File: src/rtl/q_8_9_datapath.sv
// Datapath for the Fig 8.11 ASM: counter A, flip-flops E and F, status taps
// back to the controller, plus sticky diagnostics and a saturating increment count.
module q_8_9_datapath #(
    parameter int WIDTH  = 4,
    parameter int TAP_HI = 3,
    parameter int TAP_LO = 2,
    parameter int CNT_W  = 8
) (
    input  logic             clk,
    input  logic             rst,
    input  logic             clr_A_F,
    input  logic             incr_A,
    input  logic             clr_E,
    input  logic             set_E,
    input  logic             set_F,
    output logic             A3,
    output logic             A2,
    output logic [WIDTH-1:0] A,
    output logic             E,
    output logic             F,
    output logic             done,
    output logic             wrap,
    output logic             err,
    output logic [CNT_W-1:0] inc_cnt
);

    localparam logic [WIDTH-1:0] A_ONE   = {{(WIDTH-1){1'b0}}, 1'b1};
    localparam logic [WIDTH-1:0] A_ZERO  = {WIDTH{1'b0}};
    localparam logic [WIDTH-1:0] A_ONES  = {WIDTH{1'b1}};
    localparam logic [CNT_W-1:0] C_ONE   = {{(CNT_W-1){1'b0}}, 1'b1};
    localparam logic [CNT_W-1:0] C_ZERO  = {CNT_W{1'b0}};
    localparam logic [CNT_W-1:0] C_ONES  = {CNT_W{1'b1}};

    logic [WIDTH-1:0] a_r;
    logic [CNT_W-1:0] inc_cnt_r;
    logic             e_r;
    logic             f_r;
    logic             f_dly_r;
    logic             done_r;
    logic             wrap_r;
    logic             err_r;

    logic [WIDTH-1:0] a_next_s;
    logic [CNT_W-1:0] cnt_next_s;
    logic             e_next_s;
    logic             f_next_s;
    logic             wrap_next_s;
    logic             err_next_s;

    // Next-state logic for every strobe-driven register; clr_A_F outranks incr_A.
    always_comb begin
        a_next_s    = a_r;
        cnt_next_s  = inc_cnt_r;
        e_next_s    = e_r;
        f_next_s    = f_r;
        wrap_next_s = wrap_r;
        err_next_s  = err_r;

        if (clr_A_F) begin
            a_next_s    = A_ZERO;
            f_next_s    = 1'b0;
            cnt_next_s  = C_ZERO;
            wrap_next_s = 1'b0;
        end else if (incr_A) begin
            a_next_s = a_r + A_ONE;
            if (a_r == A_ONES) begin
                wrap_next_s = 1'b1;
            end else begin
                wrap_next_s = wrap_r;
            end
            if (inc_cnt_r != C_ONES) begin
                cnt_next_s = inc_cnt_r + C_ONE;
            end else begin
                cnt_next_s = inc_cnt_r;
            end
        end else begin
            a_next_s = a_r;
        end

        // Clear wins over set_F; the collision is flagged below.
        if (set_F && !clr_A_F) begin
            f_next_s = 1'b1;
        end else begin
            f_next_s = f_next_s;
        end

        case ({set_E, clr_E})
            2'b10:   e_next_s = 1'b1;
            2'b01:   e_next_s = 1'b0;
            2'b11:   err_next_s = 1'b1;
            default: e_next_s = e_r;
        endcase

        if (set_F && clr_A_F) begin
            err_next_s = 1'b1;
        end else begin
            err_next_s = err_next_s;
        end
    end

    // State registers; done fires the edge after F's 0->1 transition.
    always_ff @(posedge clk) begin
        if (rst) begin
            a_r       <= A_ZERO;
            inc_cnt_r <= C_ZERO;
            e_r       <= 1'b0;
            f_r       <= 1'b0;
            f_dly_r   <= 1'b0;
            done_r    <= 1'b0;
            wrap_r    <= 1'b0;
            err_r     <= 1'b0;
        end else begin
            a_r       <= a_next_s;
            inc_cnt_r <= cnt_next_s;
            e_r       <= e_next_s;
            f_r       <= f_next_s;
            f_dly_r   <= f_r;
            done_r    <= f_r & ~f_dly_r;
            wrap_r    <= wrap_next_s;
            err_r     <= err_next_s;
        end
    end

    assign A3      = a_r[TAP_HI];
    assign A2      = a_r[TAP_LO];
    assign A       = a_r;
    assign E       = e_r;
    assign F       = f_r;
    assign done    = done_r;
    assign wrap    = wrap_r;
    assign err     = err_r;
    assign inc_cnt = inc_cnt_r;

endmodule
File: config.mk
export PLATFORM = sky130hd
export DESIGN_NAME = q_8_9_datapath
export DESIGN_NICKNAME = d
export VERILOG_FILES = /design/src/rtl/q_8_9_datapath.sv
export SDC_FILE = /design/constraint.sdc
export NUM_CORES = 1
export LEC_CHECK = 0
export BUFFER_PORTS_ARGS = -buffer_cell sky130_fd_sc_hd__buf_4
export CORE_MARGIN = 2
export CORE_UTILIZATION = 25
export DETAILED_ROUTE_END_ITERATION = 12
export PLACE_DENSITY_LB_ADDON = 0.25
export SLEW_MARGIN = 40
export SYNTH_ARGS = -nofsm -noshare
export SYNTH_HDL_FRONTEND = slang
export SYNTH_SLANG_ARGS = --single-unit
File: constraint.sdc
create_clock -name clk -period 1.3 [get_ports clk]
set_input_delay 0.065 -clock clk [delete_from_list [all_inputs] [get_ports clk]]
set_output_delay 0.065 -clock clk [all_outputs]
set_load 0.1 [all_outputs]
======== Word level (Yosys, flattened, before mapping) ========
Index checks and enable logic that the tools add are counted.
storage, ports and cells
  register bits after elaboration ......... 18
  bits of input ports ..................... 7
  output and inout bits ................... 19
  word-level logic and storage cells ...... 31
cells by class
  $add $sub $neg .......................... 2
  equality and inequality tests ........... 5
  mux-type cells .......................... 5
  bitwise operators ....................... 2
  reductions and logical operators ........ 9
operators by type and width
  cell                 number
  $add 8x1->8 const B  1
  $ne 8x8->1 const B   1
  $reduce_bool 2->1    3
  $add 4x1->4 const B  1
  $eq 2x2->1 const B   2
  $eq 4x4->1 const B   1
  $mux 1               4
  $reduce_and 2->1     2
  $eq 2x1->1 const B   1
  $logic_and 1x1->1    2
  $pmux 1 s2           1
  $reduce_or 2->1      1
  $and 1x1->1          1
  $logic_not 1->1      1
  $not 1->1            1

======== Longest topological paths before layout ========
Gate-level depths: netlist of the first run.
  word-level depth ........................ 3
  mapped depth ............................ 5
  gate-level depth less buffers ........... 5

======== Least setup slack after synthesis of the first run ========
No wires, ideal clock.
  path kind ............................... register to register
  from .................................... reg inc_cnt_r[0], in the netlist inc_cnt[0]
  to ...................................... reg inc_cnt_r[6], in the netlist inc_cnt[6]
  setup time .............................. 0.121 ns
  arrival ................................. 1.935 ns
  data required time ...................... 1.179 ns
  path slack .............................. -0.756 ns
  stages on the path, launching flop included .. 6
  buffers on the path ..................... 1
  period minus slack after synthesis ...... 2.056 ns
  cells stage by stage .................... dfxtp_1 > ha_1 > and4_1 > buf_2 > and4_1 > nor3_1
between the ends
  word-level cells in the longest chain between the ends .. 2
  elaborated cells between the ends (all ways) .. 3
  those cells by class .................... add/sub: 1; eq/ne: 1; reduce/logical: 1
ends and longest elaborated chain
  element                                              line  RTL
  from (decl)                                          35    logic [CNT_W-1:0] inc_cnt_r;
  from (signal assigned)                               114   inc_cnt_r <= cnt_next_s;
  branches (longest 2 deep; another with $add 8x1->8)  -
Several ways; the timed one is not identified.
A chain may end at the register's enable or synchronous reset.

======== Worst setup path in the final report of the first run ========
  from .................................... reg inc_cnt_r[1], in the netlist inc_cnt[1]
  to ...................................... reg inc_cnt_r[3], in the netlist inc_cnt[3]
Same word-level chain as after synthesis.

==> reports/qor.csv, run 1 <==
stage,metric,value,unit
timing,fmax,804.6,MHz
placed_design,portBuffers,25,
logic_synthesis,synth_xor_area_share,3.116,%
pwr,power,1.092,mW
route,ant_nets,0,
route,avgViaCountPerCell,4.428,
clock_network,clkTransAtPathRegs,0.10,ns
placed_design,dp_hpwl,1363,µm
clock_network,ctsRootBufferMaster,clkbuf_4,
logic_synthesis,syn_area,843.3,µm²
logic_synthesis,avgSynthCellArea,9.370,µm²
timing,tightest_slew,0.3955,ns
logic_synthesis,synth_cells,90,
timing,finClkSkew,0.002922,ns
global_routing,grt_max_degree,14,
timing,slew_viol_final,0,
timing,fin_crit,1.243,ns
logic_synthesis,yosys-top-cells-count,"dfxtp_1, nor2_1, nand2_1",
timing,hold_slack,0.05554,ns
cells_and_area,n_antenna_cell,0,
cells_and_area,fin_area,1190,µm²
setup_path,crit_type,flop to flop,
logic_synthesis,synthesis.nets,101,
die,initial_core_util,25.68,%
global_routing,busiest_layer,met2,
clock_network,cts_tree,yes,
global_routing,grt_pass1_wl,2987,µm
job,cap_violations,0,
timing,setup_viol,0,
timing,hold_viol_final,0,
cells_and_area,drive_gt1_share,46.67,%
die,fp.dieH,62.08,µm
setup_path,crit_required,1.53,ns
logic_synthesis,synth_edf_count,0,
timing,maxSlewHeadroom,73.54,%
die,row_count,21,
logic_synthesis,synth_fa_ha_area_share,5.935,%
clock_network,cts_buffers,3,
setup_path,cp_top_family,compound AO/OA/AOI/OAI gates,
route,dr.pass1.iters,4,
timing,tns,0,ns
route,drt-total-wl,1808,µm
pwr,powerDensity,918.1,nW/µm²
setup_path,arrival,1.47,ns
logic_synthesis,seq_area_frac_synth,42.73,%
logic_synthesis,ys_warn_count,0,
die,fp.dieW,62.08,µm
logic_synthesis,synth-compound-area-share,15.43,%
route,drcViolationCount,0,
placed_design,place_area,1129,µm²
die,die_area,3854,µm²
route,avgRoutedWirePerCell,10.89,µm
die,coreArea,3284,µm²
setup_path,path_buf_inv,0,
logic_synthesis,synth_simple_gate_area_share,22.26,%
setup_path,path_max_fanout,10,
logic_synthesis,synth-seq-cells,18,
timing,post-route-period-util,95.60,%
timing,rsz0062_at_grt,true,
global_routing,use_met1,14.02,%
logic_synthesis,ys_types,30,
status,outcome,completed,
logic_synthesis,synthMostInstantiatedCell,dfxtp_1,
global_routing,overflow,0,
setup_path,cpMaxStageDelayCell,a2111o_1,
cells_and_area,nNetsFinal,132,
clock_network,clock_path_buffers,2,
cells_and_area,post-route-util,36.23,%
setup_path,worstSetupStartpointType,flop,
route,drtIter0Drc,30,
logic_synthesis,netlist.area_leader.share,42.73,%
logic_synthesis,synth_top_cell_by_area,dfxtp_1,
setup_path,cp-end-kind,flop,
global_routing,grt_pass1_vias,713,
logic_synthesis,ys.flop_type,dfxtp_1,
cells_and_area,syn2layout_area_growth,41.10,%
global_routing,antenna_found_initial,0,
global_routing,grt_usage,10.33,%
logic_synthesis,synthArstFlopShare,0,%
placed_design,gp_congestion,0.7682,
route,vias,735,
setup_path,critPathMaxStageDelay,0.38,ns
min_path,hp-class,input pin to flop,
logic_synthesis,synth_top_family_by_area,simple AND/OR/NAND/NOR gates,
logic_synthesis,synthTopCellsByArea,"dfxtp_1, ha_1, nor2_1",
clock_network,post-cts-setup-buffer-count,0,
die,num_io_pins,26,
global_routing,grtUsageMet2,15.18,%
global_routing,met3_usage,2.070,%
clock_network,htreeDepth,1,
pwr,cellLeakagePower,0.4909,nW
clock_network,cts.sinks,18,
cells_and_area,n_fill_cell,336,
pwr,irDropWorstVdd,351.0,µV
logic_synthesis,synthMuxAreaShare,4.748,%
clock_network,clk_latency,0.29,ns
setup_path,path_cells,ha_4 > and4_4 > a2111o_1 > o21ai_2,
tightest hold or removal path, stage by stage:
cell      delay (ns)
buf_4           0.11
a211oi_1        0.07
nor2_1          0.07
through the flow:
step                      worst slack [ns]  std cells
after floorplan                    -0.1624         90
after global placement            -0.03644        160
after detailed placement          -0.05500        160
after CTS                          0.03322        166
after global routing              -0.01294        166
final                              0.05714        166
worst paths after layout:
path | slack (ns) | end | start | cells past startpoint
setup / recovery | 0.06 | inc_cnt[3] | inc_cnt[1] | 4
setup reg to reg | 0.06 | inc_cnt[3] | inc_cnt[1] | 4
hold reg to reg | 0.39 | done | f_dly_r | 1
hold / removal | 0.06 | err | clr_A_F | 3
cell usage in the layout (no fill, tap or decap), drive strengths merged:
cell and instances:
a2111o 2, a2111oi 1, a211oi 2, a21boi 1
a21oi 6, a41oi 1, and2 1, and3 1
and4 2, buf 30, clkbuf 4, dfxtp 18
dlygate4sd3 2, ha 4, inv 2, mux2i 4
nand2 8, nand3 1, nand4 5, nor2 11
nor2b 2, nor3 2, nor3b 1, o21ai 3
or2 1, or3 2, xnor2 1, xor2 2
report_power, final:
group          total, mW  internal, mW  switching [mW]
registers          0.563         0.554         0.00887
logic              0.191        0.0568           0.134
clock network      0.339         0.171           0.169
total               1.09         0.781           0.311
flip-flops by register name (all words and copies together), names as in the netlist:
register and cells:
f_dly_r 1, E 1, inc_cnt 8, F 1, done 1, A 4
wrap 1, err 1
what timing repair did:
action                                  4_1_cts  5_1_grt
hold buffers                                  2        0
cloned                                        0        0
pin swaps                                     0        3
endpoints found under the hold margin         4        0
gates resized for setup                       2        1
endpoints found under the setup margin        7        5
per-layer routing:
metal | vias to the layer above | share of wire [%]
li1 | 381 | -
met5 | - | 0
met2 | 26 | 44
met3 | 4 | 5.1
met4 | 0 | 1.9
met1 | 324 | 49
area by class of cell:
class / instances / area [µm²] / share of cell area, %
multi-input cells: 64 / 451.7 / 37.96
flip-flops and latches: 18 / 391.6 / 32.91
repair buffers: 32 / 245.2 / 20.61
well taps: 46 / 57.56 / 4.837
clock buffers: 4 / 36.28 / 3.049
inverters: 2 / 7.507 / 0.6309
kinds of logic (layout without fill, tap and decap cells):
| logic type | count (synthesis) | after routing |
|---|---|---|
| buffers and inverters | 8 | 38 |
| AO/OA/AOI/OAI | 16 | 16 |
| XOR/XNOR | 3 | 3 |
| multiplexers | 4 | 4 |
| flip-flops | 18 | 18 |
| AND/OR/NAND/NOR | 37 | 37 |
| adder cells (fa/ha/maj) | 4 | 4 |
Note: power is estimated with default switching activity, not from simulation.
==> inputs of run 2 (changes only) <==
- CELL_PAD_IN_SITES_DETAIL_PLACEMENT: default -> 1
- CELL_PAD_IN_SITES_GLOBAL_PLACEMENT: default -> 1
- HOLD_SLACK_MARGIN: default -> 0.12
==> run 2 against run 1 <==
Effect of this change: sequential cell count stayed put; largest power group unchanged; hold slack better by 0.086 ns; sequential share of layout area is 1.2 points lower; core utilization is 1.3 points higher; critical path type unchanged; fmax is 1.2% higher; power is 1.3% higher; clock-buffer cell count stayed put; die area stayed put.
==> reports/qor.csv, run 2 (synthesized netlist as in run 1, its figures left out) <==
stage,metric,value,unit,change
status,outcome,completed,,unchanged
placed_design,dp_slack,-0.07835,ns,was -0.05500 ns
clock_network,clock_path_buffers,2,,unchanged
route,avgViaCountPerCell,4.491,,was 4.428
die,initial_core_util,25.68,%,unchanged
cells_and_area,multi_input_area,470.5,µm²,was 451.7 µm²
route,dr.pass1.iters,4,,unchanged
placed_design,place_area,1136,µm²,was 1129 µm²
global_routing,antenna_found_initial,0,,unchanged
cells_and_area,largest_reg_flops,8,,unchanged
pwr,netSwitchingPower,325.2,µW,was 311.1 µW
pwr,clockPowerShare,31.8,%,was 31.0%
pwr,cellLeakagePower,0.5043,nW,was 0.4909 nW
cells_and_area,drive_gt1_share,47.15,%,was 46.67%
cells_and_area,n_fill_cell,380,,was 336
global_routing,grt_pass1_wl,3167,µm,was 2987 µm
cells_and_area,post-route-util,37.56,%,was 36.23%
timing,fmax,814.5,MHz,was 804.6 MHz
clock_network,cts_tree,yes,,unchanged
pwr,irDropWorstVdd,394.7,µV,was 351.0 µV
clock_network,clk_latency,0.29,ns,about the same
cells_and_area,layout_commonest_cell,buf_4,,unchanged
pwr,pwr-share-comb,17.4,%,about the same
die,row_count,21,,unchanged
timing,maxSlewHeadroom,71.22,%,was 73.54%
cells_and_area,seq_area,391.6,µm²,unchanged
pwr,power,1.107,mW,was 1.092 mW
timing,setup_viol,0,,unchanged
timing,finClkSkew,0.009823,ns,was 0.002922 ns
cells_and_area,layout_common_cells,"buf_4, nor2_1, nand2_1",,unchanged
route,drcViolationCount,0,,unchanged
setup_path,critPathMaxStageDelay,0.39,ns,was 0.38 ns
setup_path,crit_type,flop to flop,,unchanged
route,drtIter0Drc,4,,was 30
pwr,p_int,782.0,µW,was 781.4 µW
placed_design,gp_congestion,0.7859,,was 0.7682
global_routing,grt_max_degree,14,,unchanged
placed_design,dp.cells,161,,was 160
setup_path,arrival,1.46,ns,was 1.47 ns
route,ant_nets,0,,unchanged
clock_network,cts_buffers,3,,unchanged
die,fp.dieH,62.08,µm,unchanged
cells_and_area,n_antenna_cell,0,,unchanged
job,cap_violations,0,,unchanged
die,num_io_pins,26,,unchanged
clock_network,htreeDepth,1,,unchanged
cells_and_area,fin_cells,169,,was 166
pwr,powerDensity,897.5,nW/µm²,was 918.1 nW/µm²
die,fp.dieW,62.08,µm,unchanged
timing,hold_slack,0.1414,ns,was 0.05554 ns
cells_and_area,fin_area,1234,µm²,was 1190 µm²
setup_path,crit_required,1.53,ns,about the same
route,vias,759,,was 735
pwr,p_seq_share,50.8,%,was 51.5%
route,avgRoutedWirePerCell,12.33,µm,was 10.89 µm
route,drt-total-wl,2084,µm,was 1808 µm
clock_network,cts.sinks,18,,unchanged
timing,fin_crit,1.228,ns,was 1.243 ns
global_routing,grt_usage,11.18,%,was 10.33%
setup_path,path_cells,ha_4 > and4_4 > a2111o_1 > o21ai_2,,unchanged
timing,setup_slack,0.07233,ns,was 0.05714 ns
timing,tns,0,ns,unchanged
min_path,hp-class,input pin to flop,,unchanged
clock_network,clkTransAtPathRegs,0.12,ns,was 0.10 ns
cells_and_area,syn2layout_area_growth,46.29,%,was 41.10%
pwr,p_sw_share,29.37,%,was 28.48%
placed_design,portBuffers,25,,unchanged
global_routing,grt_pass1_vias,706,,was 713
clock_network,ctsRootBufferMaster,clkbuf_4,,unchanged
setup_path,cp-end-kind,flop,,unchanged
placed_design,dp_hpwl,1580,µm,was 1363 µm
timing,post-route-period-util,94.44,%,was 95.60%
cells_and_area,nNetsFinal,135,,was 132
timing,hold_viol_final,0,,unchanged
timing,slew_viol_final,0,,unchanged
global_routing,overflow,0,,unchanged
die,coreArea,3284,µm²,unchanged
setup_path,worstSetupStartpointType,flop,,unchanged
timing,tightest_slew,0.4302,ns,was 0.3955 ns
setup_path,path_max_fanout,10,,unchanged
die,die_area,3854,µm²,unchanged
setup_path,cpMaxStageDelayCell,a2111o_1,,unchanged
timing,rsz0062_at_grt,false,,was true
## run 2: cell count changes in the layout (fill, tap and decap cells not counted)
cell	change
a2111oi_4	+1
or2_1	+1
buf_4	+2
a211oi_2	-1
a2111oi_2	-1
dlygate4sd3_1	+1
and3_2	+1
or2_4	-1
and3_1	-1
a211oi_4	+1
## run 2: layout make-up
cell class              instances  area share [%]
multi-input cells              64           38.13
flip-flops and latches         18           31.74
repair buffers                 35           21.91
well taps                      46           4.665
clock buffers                   4           2.941
inverters                       2          0.6085
## run 2: repair_timing
| action | CTS | global route |
|---|---|---|
| endpoints found under the hold margin | 7 | 0 |
| pin swaps | 0 | 5 |
| hold buffers | 3 | 0 |
| setup endpoints to repair | 7 | 4 |
| resized for setup | 2 | 3 |
| setup buffers | 0 | 1 |
| gates cloned | 0 | 0 |
## run 2: metal layers
| metal | wire length [µm] | track usage, % | part of all wire, % |
|---|---|---|---|
| met5 | 0 | 0 | 0 |
| met4 | 14 | 3.647 | 0.67 |
| met3 | 103 | 3.106 | 4.9 |
| met2 | 964 | 18.60 | 46 |
| met1 | 1001 | 13.91 | 48 |
## run 2: power groups by stage
stage / logic (mW) / registers, mW / clock network [mW]
after floorplan: 0.0414 / 0.666 / 0
final: 0.192 / 0.563 / 0.352
after detailed placement: 0.187 / 0.576 / 0
after CTS: 0.194 / 0.563 / 0.373
after global routing: 0.204 / 0.565 / 0.395
after global placement: 0.184 / 0.576 / 0
## run 2: final timing paths
path	slack [ns]	end	start	depth (start not counted)
hold / removal	0.14	err	set_E	4
hold reg to reg	0.39	done	f_dly_r	1
setup / recovery	0.07	inc_cnt[3]	inc_cnt[1]	4
setup reg to reg	0.07	inc_cnt[3]	inc_cnt[1]	4
## run 2: critical path, delay by kind of cell (launching register included)
family / cells / cell delay, ns
AO/OA/AOI/OAI: 2 / 0.45
adder cells (fa/ha/maj): 1 / 0.15
flip-flops: 1 / 0.37
AND/OR/NAND/NOR: 1 / 0.19
==> inputs of run 3 (changes only) <==
- CORE_MARGIN: 2 -> default
- MAX_ROUTING_LAYER: default -> met4
- SETUP_SLACK_MARGIN: default -> 0.4
==> run 3 against run 2 <==
Effect of this change: core utilization grew 15 points; cell count grew 6.5%; critical path depth grew 1; largest cell class is now non-clock buffers; setup slack gained 0.0014 ns; clock-buffer cell count is the same; non-clock buffer count grew 12; power grew 4.6%; combinational power grew 24%; critical endpoint is now inc_cnt[6]; sequential share of layout area shrank 6.5 points; first-iteration DRC count grew to 4.3 times the previous value; clock skew shrank 0.0063 ns.
==> reports/qor.csv, run 3 (synthesized netlist as in run 1, its figures left out) <==
stage,metric,value,unit,change
global_routing,grt_max_degree,14,,unchanged
job,cap_violations,0,,unchanged
timing,finClkSkew,0.003520,ns,was 0.009823 ns
setup_path,path_cells,ha_4 > and4_4 > buf_6 > and4_1 > nor3_2,,was ha_4 > and4_4 > a2111o_1 > o21ai_2
status,outcome,completed,,unchanged
route,drt-total-wl,2560,µm,was 2084 µm
cells_and_area,nNetsFinal,148,,was 135
cells_and_area,drive_gt1_share,58.09,%,was 47.15%
die,coreArea,3128,µm²,was 3284 µm²
cells_and_area,n_fill_cell,327,,was 380
global_routing,overflow,0,,unchanged
clock_network,cts_tree,yes,,unchanged
placed_design,portBuffers,25,,unchanged
timing,fin_crit,1.226,ns,was 1.228 ns
min_path,hp-class,input pin to flop,,unchanged
placed_design,dp_hpwl,1529,µm,was 1580 µm
global_routing,grt_pass1_vias,858,,was 706
setup_path,cp-end-kind,flop,,unchanged
route,avgViaCountPerCell,4.706,,was 4.491
clock_network,clk_latency,0.30,ns,was 0.29 ns
pwr,irDropWorstVdd,533.7,µV,was 394.7 µV
setup_path,worstSetupStartpointType,flop,,unchanged
timing,slew_viol_final,0,,unchanged
route,drtIter0Drc,17,,was 4
clock_network,ctsRootBufferMaster,clkbuf_4,,unchanged
clock_network,clkTransAtPathRegs,0.11,ns,was 0.12 ns
pwr,power,1.158,mW,was 1.107 mW
timing,fmax,815.5,MHz,was 814.5 MHz
timing,tightest_slew,0.4164,ns,was 0.4302 ns
pwr,p_seq_share,48.2,%,was 50.8%
die,fp.dieW,60.08,µm,was 62.08 µm
route,dr.pass1.iters,4,,unchanged
setup_path,cpMaxStageDelayCell,dfxtp_4,,was a2111o_1
die,fp.dieH,60.08,µm,was 62.08 µm
die,initial_core_util,26.96,%,was 25.68%
route,ant_nets,0,,unchanged
cells_and_area,syn2layout_area_growth,95.85,%,was 46.29%
setup_path,arrival,1.43,ns,was 1.46 ns
timing,tns,0,ns,unchanged
clock_network,clock_path_buffers,2,,unchanged
global_routing,grt_usage,16.14,%,was 11.18%
pwr,pwr-share-comb,20.7,%,was 17.4%
clock_network,cts_buffers,3,,unchanged
timing,rsz0062_at_grt,true,,was false
cells_and_area,fin_cells,180,,was 169
global_routing,grt_pass1_wl,4091,µm,was 3167 µm
pwr,p_sw_share,29.87,%,was 29.37%
placed_design,gp_congestion,0.7813,,was 0.7859
placed_design,place_area,1166,µm²,was 1136 µm²
die,die_area,3610,µm²,was 3854 µm²
cells_and_area,layout_common_cells,"buf_12, buf_4, dfxtp_4",,"was buf_4, nor2_1, nand2_1"
clock_network,cts.sinks,18,,unchanged
timing,setup_slack,0.07374,ns,was 0.07233 ns
setup_path,path_max_fanout,5,,was 10
cells_and_area,largest_reg_flops,8,,unchanged
global_routing,antenna_found_initial,0,,unchanged
die,num_io_pins,26,,unchanged
timing,setup_viol,0,,unchanged
timing,hold_viol_final,0,,unchanged
pwr,clockPowerShare,31.2,%,was 31.8%
setup_path,crit_type,flop to flop,,unchanged
clock_network,htreeDepth,1,,unchanged
pwr,netSwitchingPower,345.9,µW,was 325.2 µW
cells_and_area,layout_commonest_cell,buf_12,,was buf_4
setup_path,critPathMaxStageDelay,0.39,ns,about the same
route,avgRoutedWirePerCell,14.22,µm,was 12.33 µm
die,row_count,20,,was 21
pwr,cellLeakagePower,0.6359,nW,was 0.5043 nW
cells_and_area,post-route-util,52.80,%,was 37.56%
route,vias,847,,was 759
cells_and_area,fin_area,1652,µm²,was 1234 µm²
pwr,powerDensity,701.2,nW/µm²,was 897.5 nW/µm²
setup_path,crit_required,1.50,ns,was 1.53 ns
placed_design,dp_slack,-0.09643,ns,was -0.07835 ns
timing,hold_slack,0.1155,ns,was 0.1414 ns
route,drcViolationCount,0,,unchanged
placed_design,dp.cells,158,,was 161
timing,post-route-period-util,94.33,%,was 94.44%
cells_and_area,n_antenna_cell,0,,unchanged
pwr,p_int,812.2,µW,was 782.0 µW
timing,maxSlewHeadroom,72.14,%,was 71.22%
-- run 3: cell count changes in the layout (fill, tap and decap cells not counted), sizes merged --
cell	before	now
buf	32	44
and4	2	3
-- run 3: path summary, 6_finish.rpt --
path                                 start         end  slack, ns  depth (start not counted)
worst max-delay path            inc_cnt[1]  inc_cnt[6]       0.07                          5
worst min-delay path                   rst  inc_cnt[5]       0.12                          4
worst max register to register  inc_cnt[1]  inc_cnt[6]       0.07                          5
worst min register to register     f_dly_r        done       0.38                          1
-- run 3: what timing repair did --
item / 4_1_cts / 5_1_grt
hold endpoints to repair: 7 / 3
resized for setup: 65 / 9
setup endpoints to repair: 27 / 30
gates cloned: 1 / 0
buffers inserted: 10 / 4
hold buffers: 2 / 1
pin swaps: 6 / 8
-- run 3: area by class of cell --
cell class,count,area (µm²),share of cell area [%]
flip-flops and latches,18,416.7,25.23
multi-input cells,65,499.2,30.23
repair buffers,47,636.9,38.56
inverters,2,7.507,0.4545
well taps,44,55.05,3.333
clock buffers,4,36.28,2.197
-- run 3: power groups by stage --
| stage | logic (mW) | clock network [mW] | registers [mW] |
|---|---|---|---|
| after floorplan | 0.0421 | 0 | 0.660 |
| after global placement | 0.186 | 0 | 0.569 |
| after detailed placement | 0.188 | 0 | 0.569 |
| after CTS | 0.231 | 0.374 | 0.559 |
| after global routing | 0.251 | 0.410 | 0.560 |
| final | 0.239 | 0.361 | 0.558 |
-- run 3: layer usage --
metal	track usage [%]	wire length [µm]	vias to the layer above
met1	19.00	1068	409
met3	3.030	83	4
met2	27.14	1378	19
met4	5.980	29	0
li1	-	-	415
met5	-	0	-
-- run 3: critical path, delay by kind of cell, from the launching register on --
kind / cells / cell delay (ns)
adder cells (fa/ha/maj): 1 / 0.13
buffers and inverters: 1 / 0.11
flip-flops: 1 / 0.39
AND/OR/NAND/NOR: 3 / 0.50
